<file path="src/rtl/song_player.sv">
// song_player: auto-play sequencer feeding the keyboard tone generator.
// Walks a synchronous song ROM, holding each note for dur units plus a gap.
module song_player #(
  parameter int TICKS_PER_UNIT = 6_250_000,
  parameter int GAP_TICKS      = 500_000,
  parameter int SONG_NUM       = 3
) (
  input  logic       clk,
  input  logic       rst,
  input  logic       en,
  input  logic       btn_prev,
  input  logic       btn_pause,
  input  logic       btn_next,
  output logic [7:0] rom_addr,
  input  logic [8:0] rom_data,
  output logic [6:0] key,
  output logic [1:0] pitch,
  output logic [1:0] song_idx,
  output logic [5:0] note_idx,
  output logic       playing,
  output logic       paused,
  output logic       song_done
);

  localparam int TW = (TICKS_PER_UNIT > 1) ? $clog2(TICKS_PER_UNIT) : 1;
  localparam int GW = (GAP_TICKS > 1) ? $clog2(GAP_TICKS) : 1;
  localparam logic [TW-1:0] TLAST = TW'(TICKS_PER_UNIT - 1);
  localparam logic [GW-1:0] GLAST = GW'((GAP_TICKS > 0) ? GAP_TICKS - 1 : 0);
  localparam logic [1:0] SLAST = 2'(SONG_NUM - 1);

  typedef enum logic [2:0] {
    S_IDLE, S_FETCH, S_LOAD, S_PLAY, S_GAP, S_PAUSE
  } state_t;

  state_t state, saved;
  logic [TW-1:0] tick;
  logic [GW-1:0] gcnt;
  logic [3:0] units;
  logic [2:0] note_q;

  logic [1:0] song_inc, song_dec;
  logic [3:0] dur;
  logic play_end, gap_end, last_note;

  function automatic logic [6:0] onehot(input logic [2:0] n);
    onehot = (n == 3'd0) ? 7'd0 : 7'd1 << (n - 3'd1);
  endfunction

  assign song_inc  = (song_idx == SLAST) ? 2'd0 : song_idx + 2'd1;
  assign song_dec  = (song_idx == 2'd0) ? SLAST : song_idx - 2'd1;
  assign dur       = rom_data[3:0];
  assign play_end  = (tick == TLAST) && (units == 4'd1);
  assign gap_end   = (gcnt == GLAST);
  assign last_note = (note_idx == 6'd63);

  always_ff @(posedge clk) begin
    if (rst) begin
      state     <= S_IDLE;
      saved     <= S_IDLE;
      key       <= 7'd0;
      pitch     <= 2'd0;
      song_idx  <= 2'd0;
      note_idx  <= 6'd0;
      rom_addr  <= 8'd0;
      playing   <= 1'b0;
      paused    <= 1'b0;
      song_done <= 1'b0;
      tick      <= '0;
      gcnt      <= '0;
      units     <= 4'd0;
      note_q    <= 3'd0;
    end else begin
      song_done <= 1'b0;
      if (!en) begin
        state    <= S_IDLE;
        key      <= 7'd0;
        playing  <= 1'b0;
        paused   <= 1'b0;
        note_idx <= 6'd0;
        if (btn_next)
          song_idx <= song_inc;
        else if (btn_prev)
          song_idx <= song_dec;
      end else if (btn_next || btn_prev) begin
        // song change overrides everything; an end marker still reports
        song_idx <= btn_next ? song_inc : song_dec;
        note_idx <= 6'd0;
        key      <= 7'd0;
        playing  <= 1'b0;
        paused   <= 1'b0;
        state    <= S_FETCH;
        if (state == S_LOAD && dur == 4'd0)
          song_done <= 1'b1;
      end else begin
        unique case (state)
          S_IDLE: state <= S_FETCH;
          S_FETCH: begin
            rom_addr <= {song_idx, note_idx};
            state    <= S_LOAD;
          end
          S_LOAD: begin
            if (dur == 4'd0) begin
              song_done <= 1'b1;
              song_idx  <= song_inc;
              note_idx  <= 6'd0;
              state     <= S_FETCH;
            end else begin
              note_q  <= rom_data[6:4];
              pitch   <= rom_data[8:7];
              key     <= onehot(rom_data[6:4]);
              units   <= dur;
              tick    <= '0;
              gcnt    <= '0;
              playing <= 1'b1;
              state   <= S_PLAY;
            end
          end
          S_PLAY: begin
            // the cycle a pause lands in still counts as played
            if (tick == TLAST) begin
              tick  <= '0;
              units <= units - 4'd1;
            end else begin
              tick <= tick + TW'(1);
            end
            if (play_end) begin
              key <= 7'd0;
              if (GAP_TICKS == 0) begin
                playing <= 1'b0;
                state   <= S_FETCH;
                if (last_note) begin
                  song_done <= 1'b1;
                  song_idx  <= song_inc;
                  note_idx  <= 6'd0;
                end else begin
                  note_idx <= note_idx + 6'd1;
                end
              end else if (btn_pause) begin
                saved  <= S_GAP;
                paused <= 1'b1;
                state  <= S_PAUSE;
              end else begin
                state <= S_GAP;
              end
            end else if (btn_pause) begin
              saved  <= S_PLAY;
              key    <= 7'd0;
              paused <= 1'b1;
              state  <= S_PAUSE;
            end
          end
          S_GAP: begin
            if (gap_end) begin
              playing <= 1'b0;
              state   <= S_FETCH;
              if (last_note) begin
                song_done <= 1'b1;
                song_idx  <= song_inc;
                note_idx  <= 6'd0;
              end else begin
                note_idx <= note_idx + 6'd1;
              end
            end else begin
              gcnt <= gcnt + GW'(1);
              if (btn_pause) begin
                saved  <= S_GAP;
                paused <= 1'b1;
                state  <= S_PAUSE;
              end
            end
          end
          S_PAUSE: begin
            if (btn_pause) begin
              state  <= saved;
              paused <= 1'b0;
              if (saved == S_PLAY)
                key <= onehot(note_q);
            end
          end
          default: state <= S_IDLE;
        endcase
      end
    end
  end

endmodule

</file>
<file path="config.mk">
export PLATFORM = sky130hd
export DESIGN_NAME = song_player
export DESIGN_NICKNAME = d
export VERILOG_FILES = /design/src/rtl/song_player.sv
export SDC_FILE = /design/constraint.sdc
export NUM_CORES = 1
export LEC_CHECK = 0
export ABC_CLOCK_PERIOD_IN_PS = 2000
export CAP_MARGIN = 20
export CELL_PAD_IN_SITES_DETAIL_PLACEMENT = 0
export CELL_PAD_IN_SITES_GLOBAL_PLACEMENT = 1
export CORE_ASPECT_RATIO = 0.8
export CORE_UTILIZATION = 40
export CTS_BUF_LIST = sky130_fd_sc_hd__clkbuf_8
export DETAILED_ROUTE_END_ITERATION = 10
export DONT_BUFFER_PORTS = 1
export PLACE_DENSITY = 0.77
export SETUP_SLACK_MARGIN = 0.02
export SLEW_MARGIN = 20
export SYNTH_ARGS = -nofsm -noshare
export SYNTH_HDL_FRONTEND = slang
export SYNTH_SLANG_ARGS = --single-unit
</file>
<file path="constraint.sdc">
create_clock -name clk -period 2 [get_ports clk]
set_clock_uncertainty 0.15 [all_clocks]
set_input_delay 0.2 -clock clk [delete_from_list [all_inputs] [get_ports clk]]
set_output_delay 0.2 -clock clk [all_outputs]
set_load 0.05 [all_outputs]
</file>
* Yosys cells after proc, flatten, opt, wreduce, memory -nomap -nowiden
Cells that the tools add are included.
Word-level totals: bits in registers 83, input bits 15, output and inout port bits 28, logic and storage cells 137
Cells by class: add/sub/neg operators 8, equality and inequality tests 24, shifts and indexed selects 2, muxes and demuxes 58, bitwise operators 3, reduce and logical (&&, ||, !) cells 27
Operators with widths (number):
- 7-bit 2-to-1 mux | 7
- 23-bit 2-to-1 mux | 2
- 23-bit one-hot mux with 2 select lines | 1
- 19-bit 2-to-1 mux | 2
- 19-bit one-hot mux with 2 select lines | 1
- 5-bit AND reduction | 5
- 3-bit 2-to-1 mux | 8
- 23-bit by 1-bit adder with 23-bit output, second input constant | 1
- 23-bit equality test, second input constant | 1
- 2-bit 2-to-1 mux | 11
- 7-bit one-hot mux with 3 select lines | 1
- 19-bit by 1-bit adder with 19-bit output, second input constant | 1
- 19-bit equality test, second input constant | 1
- 6-bit 2-to-1 mux | 3
- 3-bit one-hot mux with 6 select lines | 1
- 1-bit by 3-bit << shifter with 7-bit output, first input constant | 2
- 1-bit 2-to-1 mux | 12
- 2-bit inequality test, second input constant | 6
- 6-bit one-hot mux with 2 select lines | 1
- 3-bit AND reduction | 4
- 3-bit by 2-bit equality test with 1-bit output, second input constant | 3
- 3-bit logical NOT | 3
- 3-bit nonzero test | 3
- 4-bit 2-to-1 mux | 2
- 29 further kinds | 40

* Longest topological paths before layout
depth in word-level cells 7, mapped depth 8

* Worst setup path before layout
No wires, ideal clock.
path kind register -> register, start reg gcnt[2], end reg gcnt[15], setup time 0.121 ns, data arrival time 1.827 ns, required time 1.729 ns, slack -0.098 ns, stages on the path, launching flop included 8, path buffers 2, cell sequence dfxtp_1 -> and3_1 -> buf_2 -> nand3_1 -> or4_1 -> buf_2 -> nor3_1 -> mux2_2
On the way: cells in the longest elaborated chain, start to end 3
Ends and longest elaborated chain:
- start: declaration | RTL line 37 | logic [GW-1:0] gcnt;
- start signal: assignment | RTL line 164 | gcnt <= gcnt + GW'(1);
- 19-bit by 1-bit adder with 19-bit output or 19-bit equality test (tied branches) | RTL line 164, 53
- 19-bit 2-to-1 mux or 2-bit inequality test (tied branches)
- 19-bit one-hot mux with 2 select lines or 5-bit AND reduction (tied branches)
Parallel ways exist; a longest one is shown, timed or not. The select of a mux whose other input is x is not followed. A chain may end at the register's enable or synchronous reset.

* Final worst setup path
start reg state[1], end reg gcnt[5]
On the way: cells in the longest elaborated chain, start to end 3
Ends and longest elaborated chain:
- start: declaration | RTL line 35 | state_t state, saved;
- start signal: assignment | RTL line 174 | state <= saved;
- 3-bit equality test or 3-bit by 2-bit equality test with 1-bit output (tied branches) | RTL line 95 | unique case (state)
- 2-bit inequality test (no source line) or 2-bit nonzero test (tied branches)
- 5-bit AND reduction (no source line)
Parallel ways exist; a longest one is shown, timed or not.

==> flow_summary_export.csv <==
group,metric,value,unit
sta,fmax,503,MHz
layout,fin_nets,665,
sta,finalHoldViolCount,0,
sta,whs,0.0250,ns
synth,synthTopCellsByCount,"dfxtp_1 (83), nor2_1 (69), nand2_1 (57)",
synth,yosys-top-cells-area,"dfxtp_1 (38%), nor2_1 (5.9%), nand2_1 (4.8%), mux2i_1 (4.5%), xnor2_1 (3.8%)",
drt,route.met2.wl,5640,microns
synth,ys_seq_area_frac,0.376,
clock_network,root_buffer,"clkbuf_8",
sta,rsz0062_at_grt,"yes",
power,cellPowerDensity,534,nW/um^2
layout,final_area,5920,sq um
sta,slew_violations,0,
global_route,overflow,0,
synth,synth_top_area_share,0.376,
layout,num-fill-cells,1006,
layout,drive_gt1_frac,0.287,
min_path,hp-class,"input port to flop",
sta,period_share,0.995,
drt,highest_layer,"met4",
power,leakagePower,2.24,nW
synth,synth-edff-count,0,
critical_path,worstSetupEndpointType,"flop",
min_path,hold_depth,4,
clock_network,clk_pin_slew_worst_paths,0.10,ns
critical_path,worstPathCellList,"nand2b_1 -> a21boi_2 -> buf_6 -> or2_4 -> or4_1 -> a21oi_2",
synth,synth_flop_cell,"dfxtp_1",
synth,synth_nets,567,
drt,drt_iter0_markers,266,
clock_network,numCtsBuffers,9,
power,ir_drop,0.464,mV
place,pre_cts_ws,-0.113,ns
floorplanning,ios,43,
drt,wl_met1,5900,microns
drt,via_count,4384,
floorplanning,chipWidth,119,microns
global_route,first_global_vias,4120,
global_route,antenna_found_initial,0,
sta,fin_ws,0.0106,ns
place,gp_congestion,0.845,
sta,setup_violations,0,
synth,yosysUniqueCellTypes,63,
place,place_inst,748,
sta,slew_headroom,0.405,
clock_network,cts_sinks,83,
layout,syn_to_final_growth,34.1,%
synth,yosys.area.top_type,"dfxtp_1",
layout,finalNonFillerCells,785,
critical_path,cp-start-kind,"flop",
synth,synth-async-reset-ratio,0,
critical_path,cp.arrival,2.15,ns
power,report.power.total,3.16,mW
clock_network,htreeDepth,3,
critical_path,r2r_start,"state[1]",
synth,ys_warn_count,0,
drt,drtAntennaViolNets,0,
clock_network,cts_buffer_depth,2,
layout,final_util,0.564,
synth,synth_area,4410,sq um
drt,drcViolationCount,0,
floorplanning,core,10500,sq um
flow_run,drv_cap,0,
critical_path,rrSetupSlack,0.01,ns
place,port_buffers,0,
floorplanning,die_h,96.0,microns
sta,fin_tns_setup,0,ns
critical_path,critPathCapture,"gcnt[5]",
drt,routedWlPerCell,15.9,microns
synth,ys_seq_elements,83,
floorplanning,rows,33,
clock_network,tritoncts,"done",
synth,synth.most_common_cell,"dfxtp_1",
synth,avgSynthCellArea,8.14,sq um
critical_path,crit_slowest_cell,"or4_1",
synth,syn_inst,542,
sta,worst_pin_slew,0.890,ns
critical_path,reg2reg_depth,6,
critical_path,critPathKind,"flop to flop",
critical_path,startpoint,"state[1]",
drt,drt_first_pass_iters,5,
floorplanning,start_util,0.421,
layout,antennaDiodeCount,0,
sta,fin_crit,1.99,ns
place,dpl-instance-area,5190,sq um
global_route,grt_max_degree,24,
critical_path,cpPeakStageDelay,0.53,ns
clock_network,clock_latency,0.37,ns
global_route,grt_use_total,0.220,
drt,wl,12500,microns
outcome,outcome,"completed",
critical_path,crit_required,2.16,ns
drt,vias_per_cell,5.58,
critical_path,path_max_fanout,8,
global_route,grt_pass1_wl,20000,microns
floorplanning,die_area,11500,sq um
place,dp_hpwl,8850,microns
critical_path,worstReg2RegEnd,"gcnt[5]",
drt,wl_met3,771,microns
[kinds of logic (layout without fill, tap and decap cells)]
family                   after synthesis  after routing  synth area share
adder cells (fa/ha/maj)               10             10            0.0283
XOR/XNOR                              26             26            0.0516
AND/OR/NAND/NOR                      260            260             0.306
buffers and inverters                 43            146            0.0428
AO/OA/AOI/OAI                         98             98             0.144
multiplexers                          22             22            0.0505
flip-flops                            83             83             0.376
[per-layer routing]
metal	global-route usage	up-vias
met5	0	-
met4	0.0625	0
met3	0.0569	19
met2	0.348	115
met1	0.295	2078
li1	-	2172
[area by class of cell]
| class | count | area [sq um] | share of cell area |
|---|---|---|---|
| clock inverters | 7 | 81.3 | 0.0137 |
| well taps | 140 | 175 | 0.0296 |
| repair buffers | 113 | 915 | 0.155 |
| inverters | 17 | 63.8 | 0.0108 |
| flip-flops and latches | 83 | 1680 | 0.284 |
| clock buffers | 9 | 124 | 0.0209 |
| multi-input cells | 416 | 2880 | 0.487 |
[flip-flops by register name (all words and copies together), names as in the netlist]
signal and flops:
playing 1, rom_addr 8, key 7, song_idx 2, saved 3, pitch 2, paused 1, song_done 1
note_q 3, state 3, note_idx 6, gcnt 19, tick 23, units 4
[timing repair]
item	in CTS	in global routing
hold buffers	14	0
endpoints found under the setup margin	49	66
setup buffers	1	7
cloned	0	0
pin swaps	2	22
resized for setup	20	54
endpoints found under the hold margin	33	0
[worst min-delay path by stage]
| stage | slack, ns | start | endpoint |
|---|---|---|---|
| 2_1_floorplan | 0.15 | btn_pause | paused |
| 3_3_place_gp | 0.12 | rst | gcnt[1] |
| 3_5_place_dp | 0.13 | rst | rom_addr[6] |
| 4_1_cts | 0.009 | rom_data[4] | key[4] |
| 5_1_grt | 0.06 | rst | song_done |
| 6_report | 0.02 | rom_data[4] | key[4] |
[placed cells by master (no fill, tap or decap), types with 5 or more instances in the layout]
cell type      count
buf_4             93
dfxtp_1           69
nor2_1            68
nand2_1           54
nand3_1           29
a21oi_1           23
mux2i_1           20
o21ai_0           20
xnor2_1           19
inv_1             16
dfxtp_2           14
dlygate4sd3_1     14
nand4_1           12
nor3_1            10
clkbuf_8           9
ha_1               8
o211ai_1           7
xor2_1             7
and4_1             6
nor4_2             6
or4_4              6
o31ai_1            6
a31oi_1            6
or4_1              6
or3_1              5
nor4_1             5
inv_6              5
buf_6              5
[where the power goes]
group          switching [mW]  total, mW  internal (mW)  leakage (nW)
clock                   0.687       1.29          0.599         0.102
sequential            0.00753       1.66           1.66         0.676
combinational           0.121      0.208         0.0867          1.46
[worst max-delay path: cells and delay by family, from the launching register on]
| family | cells | cell delay, ns |
|---|---|---|
| and+or+nand+nor | 3 | 0.97 |
| AOI/OAI and AO/OA | 2 | 0.32 |
| buffers and inverters | 1 | 0.14 |
| DFF | 1 | 0.35 |
Power figures use the tool's default switching activity.
